--- src/rtl/mips_mult_scheduler.sv ---
// mips_mult_scheduler: issue scheduler and RF write-port arbiter for the pipelined multiplier
module mips_mult_scheduler #(
    parameter int REG_ADDR_W = 5,
    parameter int MULT_LAT   = 4,
    parameter int ALU_LAT    = 3
) (
    input  logic                              clk,
    input  logic                              rst,
    input  logic                              mult_req_D,
    input  logic [REG_ADDR_W-1:0]             mult_dest_D,
    input  logic                              alu_wr_D,
    input  logic [REG_ADDR_W-1:0]             alu_dest_D,
    input  logic [REG_ADDR_W-1:0]             src_a_D,
    input  logic [REG_ADDR_W-1:0]             src_b_D,
    input  logic                              src_a_used_D,
    input  logic                              src_b_used_D,
    input  logic                              kill_D,
    output logic                              stall,
    output logic                              mult_issue,
    output logic                              mult_wb_valid,
    output logic [REG_ADDR_W-1:0]             mult_wb_addr,
    output logic [(1<<REG_ADDR_W)-1:0]        busy_mask,
    output logic [$clog2(MULT_LAT+2)-1:0]     inflight_cnt
);
    localparam int NREG  = 1 << REG_ADDR_W;
    localparam int CNT_W = $clog2(MULT_LAT+2);

    logic [MULT_LAT:0]   vld;
    logic [REG_ADDR_W-1:0] dst [0:MULT_LAT];
    logic [NREG-1:0]     set_vec, clr_vec, busy_nxt;
    logic                raw, waw, port;

    assign raw  = (src_a_used_D & busy_mask[src_a_D]) | (src_b_used_D & busy_mask[src_b_D]);
    assign waw  = (mult_req_D & busy_mask[mult_dest_D]) | (alu_wr_D & busy_mask[alu_dest_D]);
    // ALU op issued now would reach W together with the multiply sitting at this stage
    assign port = alu_wr_D & ~mult_req_D & vld[MULT_LAT-ALU_LAT];

    assign stall      = ~kill_D & (mult_req_D | alu_wr_D | src_a_used_D | src_b_used_D) & (raw | waw | port);
    assign mult_issue = rst & mult_req_D & ~stall & ~kill_D;

    assign mult_wb_valid = vld[MULT_LAT];
    assign mult_wb_addr  = vld[MULT_LAT] ? dst[MULT_LAT] : '0;

    // r0 is never marked busy; set wins over clear on the same bit
    assign set_vec  = (mult_issue && mult_dest_D != '0) ? (NREG'(1) << mult_dest_D) : '0;
    assign clr_vec  = vld[MULT_LAT] ? (NREG'(1) << dst[MULT_LAT]) : '0;
    assign busy_nxt = (busy_mask & ~clr_vec) | set_vec;

    always_ff @(posedge clk or negedge rst) begin
        if (!rst) begin
            vld          <= '0;
            for (int k = 0; k <= MULT_LAT; k++) dst[k] <= '0;
            busy_mask    <= '0;
            inflight_cnt <= '0;
        end else begin
            vld          <= {vld[MULT_LAT-1:0], mult_issue};
            dst[0]       <= mult_dest_D;
            for (int k = 1; k <= MULT_LAT; k++) dst[k] <= dst[k-1];
            busy_mask    <= busy_nxt;
            inflight_cnt <= inflight_cnt + CNT_W'(mult_issue) - CNT_W'(vld[MULT_LAT]);
        end
    end
endmodule
--- config.mk ---
export PLATFORM = sky130hd
export DESIGN_NAME = mips_mult_scheduler
export DESIGN_NICKNAME = d
export VERILOG_FILES = /design/src/rtl/mips_mult_scheduler.sv
export SDC_FILE = /design/constraint.sdc
export NUM_CORES = 1
export LEC_CHECK = 0
export CAP_MARGIN = 0
export CORE_MARGIN = 4
export CORE_UTILIZATION = 45
export DETAILED_ROUTE_END_ITERATION = 10
export HOLD_SLACK_MARGIN = 0.05
export PLACE_DENSITY = 0.7
export SKIP_CTS_REPAIR_TIMING = 1
export SLEW_MARGIN = 20
export SYNTH_ARGS = -nofsm -noshare
export SYNTH_HDL_FRONTEND = slang
export SYNTH_SLANG_ARGS = --single-unit
--- constraint.sdc ---
create_clock -name clk -period 3.76 [get_ports clk]
set_input_delay 0.752 -clock clk [delete_from_list [all_inputs] [get_ports clk]]
set_output_delay 0.752 -clock clk [all_outputs]
set_load 0.02 [all_outputs]
==> impl_metrics.toml <==
[global_route]
grt_first_pass_wirelength_mm = 18.3
track_usage_pct = 24.1
grt_antenna_before_repair = 0
grt.overflow.total = 0
grt_start_max_net_pins = 66
first_global_vias = 3344

[final_layout]
proportion_of_layout_cells_with_a_drive_suffix_above_1_pct = 19.6
util_after_layout_pct = 63.8
ff_latch_area_sq_um = 1630
postLayoutCellArea_sq_um = 5030
final.fill_count = 632
flow.area_growth_from_synthesis_pct = 34.9
antenna_cells_inserted = 0
number_of_nets_in_the_final_layout = 464
multi_input_combinational_cell_area_sq_um = 1950

[detailed_routing]
wire_per_inst_microns = 21.6
drtIter0Drc = 414
drtAntennaViolNets = 0
detailedRoute.firstPassIterationCount = 5
num_vias = 3348
vias_per_cell = 6.19
drc = 0
drt_wl_total_mm = 11.7

[synth]
synthDominantAreaCellType = "sky130_fd_sc_hd__dfrtp_1"
synth_net_count = 357
post_synth_instance_area_sq_um = 3730
avgSynthCellArea_sq_um = 11.4
synthDominantCellAreaShare_pct = 43.6
asyncSetResetFlopFracSynth_pct = 100
synth_edf_count = 0
synth_top_flop_cell = "sky130_fd_sc_hd__dfrtp_1"
distinct_cells_synth = 52
yosysSeqAreaShare_pct = 43.6
synthesized_instance_count = 327
post-synth-top-count-cell = "sky130_fd_sc_hd__dfrtp_1"
yosys_register_bits = 65
top_cells_by_instance_count_after_synthesis = "65 x sky130_fd_sc_hd__dfrtp_1, 37 x sky130_fd_sc_hd__mux2i_1, 33 x sky130_fd_sc_hd__o21ai_0"
yosys-top-cells-area = "sky130_fd_sc_hd__dfrtp_1 44%, sky130_fd_sc_hd__mux2i_1 9.9%, sky130_fd_sc_hd__mux4_2 6.0%"
synthesis.yosys.warnings = 0

[placement]
pre_cts_slack_ns = -0.719
io_port_bufs = 69
place_hpwl_mm = 8.70
placed_area_sq_um = 4780
finalWeightedCongestion = 0.937

[clock_tree]
buffer_depth_of_the_longest_clock_path = 2
cts_tree = "yes"
clkLatencyLatePin_ns = 0.35
cts-htree-levels = 3
cts-buffers-inserted = 9
cts_root_buffer = "sky130_fd_sc_hd__clkbuf_8"
cts.reportedPaths.clkPinSlew_ns = 0.07
cts.sink_count = 65

[setup_path]
timing.critical_path.arrival_ns = 2.91
cp.required_ns = 3.01
cp_max_fo = 32
critical_path.endpoint_type = "primary output"
regToRegSetupSlack_ns = 0.39
worst-setup-path-type = "primary input to primary output"
worst_setup_path_start_kind = "primary input"

[timing]
postLayoutSetupSlackWorst_ns = 0.101
setup_viol_count_final = 0
timing.final.crit_period_ns = 3.66
hold_violations = 0
timing_worst_slew_pin_value_ns = 0.783
max_clock_freq_ghz = 0.273
clock_skew_ns = 0.0134
slew_headroom_pct = 47.8
drv_slew = 0
final.period_utilization_pct = 97.3
rsz0062_at_grt = "false"

[floorplanning]
start_util_pct = 47.3
die_area_sq_um = 9810
floorplan.die.width_microns = 99.1
num_rows = 32
die_y_microns = 99.1
design.core.area_sq_um = 7890
pin_count = 70

[power]
vdd_ir_drop_max_v = 0.000301
p_per_area_nw_per_um2 = 374
power.leakage_nw = 2.02
post-layout-total-power_mw = 1.88

[run_status]
run_status = "finished clean"

[worst_hold_path]
timing.hold.worst.class = "register to register"

[run]
drv.max_cap_violation_count = 0
## worst max-delay path, stage by stage
cell and delay (ns):
sky130_fd_sc_hd__dlymetal6s2s_1 0.10, sky130_fd_sc_hd__buf_6 0.15, sky130_fd_sc_hd__mux4_2 0.51, sky130_fd_sc_hd__mux2i_1 0.14, sky130_fd_sc_hd__o21ai_1 0.11, sky130_fd_sc_hd__or4b_1 0.47, sky130_fd_sc_hd__nand4_1 0.14, sky130_fd_sc_hd__nand3_4 0.13
sky130_fd_sc_hd__buf_12 0.20, sky130_fd_sc_hd__dlymetal6s2s_1 0.21
## cells by family (layout without fill, tap and decap cells)
logic type                 count (synthesis)  after routing  share of synthesized area (%)
xor gates and xnor gates                   2              2                          0.470
adders and majority gates                  3              3                           1.21
buffers and inverters                     28            140                           5.30
and+or+nand+nor                           86             86                           13.7
DFF                                       65             65                           43.6
muxes                                     53             53                           19.4
AOI/OAI and AO/OA                         90             90                           16.4
## layout make-up
class / count / area share (%)
tap: 102 / 2.54
inverter: 7 / 0.522
timing repair buffer: 117 / 22.4
sequential: 65 / 32.3
clock inverter: 4 / 0.572
multi-input combinational: 234 / 38.8
clock buffer: 12 / 2.88
## metal layers
layer	up-vias	track usage (%)	part of all wire, %
li1	1474	-	-
met1	1651	32.0	41
met2	192	38.6	48
met3	31	5.80	8.2
met4	0	8.61	2.7
met5	-	0	0
## sequential cells by signal, indices dropped and copies added (netlist names)
register	count
busy_mask	32
inflight_cnt	3
dst	25
vld	5
## report_power, final
group	internal, mW	leakage [nW]	switching, mW	total, mW
Sequential	0.760	0.695	0.0631	0.823
Clock	0.257	0.0826	0.263	0.521
Combinational	0.265	1.24	0.273	0.538
## through the flow
stage | hold WS (ns) | cells | TNS [ns]
after floorplan | 0.331 | 327 | 0
after global placement | 0.334 | 525 | -2.08
after detailed placement | 0.335 | 525 | -2.24
after CTS | 0.348 | 541 | -1.60
after global routing | 0.343 | 541 | 0
final | 0.345 | 541 | 0
## worst paths after layout
check | startpoint | depth (start not counted) | endpoint
max | alu_dest_D[0] | 10 | stall
min | dst[7] | 0 | dst[2]
max reg2reg | busy_mask[29] | 13 | inflight_cnt[2]
min reg2reg | dst[7] | 0 | dst[2]
max in group asynchronous | rst | 2 | busy_mask[30]
min in group asynchronous | rst | 2 | busy_mask[14]
## placed cells by master, fill, tap and decap left out, types with 2 or more instances in the layout
cell,netlist,layout
sky130_fd_sc_hd__dlymetal6s2s_1,0,9
sky130_fd_sc_hd__nand2_1,13,13
sky130_fd_sc_hd__mux4_1,4,4
sky130_fd_sc_hd__buf_6,9,3
sky130_fd_sc_hd__clkdlybuf4s50_1,0,58
sky130_fd_sc_hd__o31ai_1,27,27
sky130_fd_sc_hd__clkinvlp_4,0,2
sky130_fd_sc_hd__a31oi_2,0,2
sky130_fd_sc_hd__and2_1,5,5
sky130_fd_sc_hd__nor2_1,9,9
sky130_fd_sc_hd__nand2b_1,9,9
sky130_fd_sc_hd__mux4_2,10,10
sky130_fd_sc_hd__mux2i_1,37,37
sky130_fd_sc_hd__inv_1,6,6
sky130_fd_sc_hd__ha_1,2,2
sky130_fd_sc_hd__a32oi_1,4,4
sky130_fd_sc_hd__nand3b_1,11,11
sky130_fd_sc_hd__o22ai_1,2,2
sky130_fd_sc_hd__nor2b_1,8,8
sky130_fd_sc_hd__clkbuf_1,6,2
sky130_fd_sc_hd__a311oi_1,2,2
sky130_fd_sc_hd__o2111ai_1,3,2
sky130_fd_sc_hd__o41ai_1,3,3
sky130_fd_sc_hd__dfrtp_1,65,65
sky130_fd_sc_hd__o211ai_1,3,3
sky130_fd_sc_hd__buf_4,0,42
sky130_fd_sc_hd__a22oi_1,4,4
sky130_fd_sc_hd__clkbuf_8,1,10
sky130_fd_sc_hd__xnor2_1,2,2
sky130_fd_sc_hd__nand4_1,5,5
sky130_fd_sc_hd__or3_1,3,3
sky130_fd_sc_hd__nand3_1,11,11
sky130_fd_sc_hd__buf_12,0,4
sky130_fd_sc_hd__nand4b_1,2,2
sky130_fd_sc_hd__o21ai_0,33,33
(Power assumes the default switching activity.)
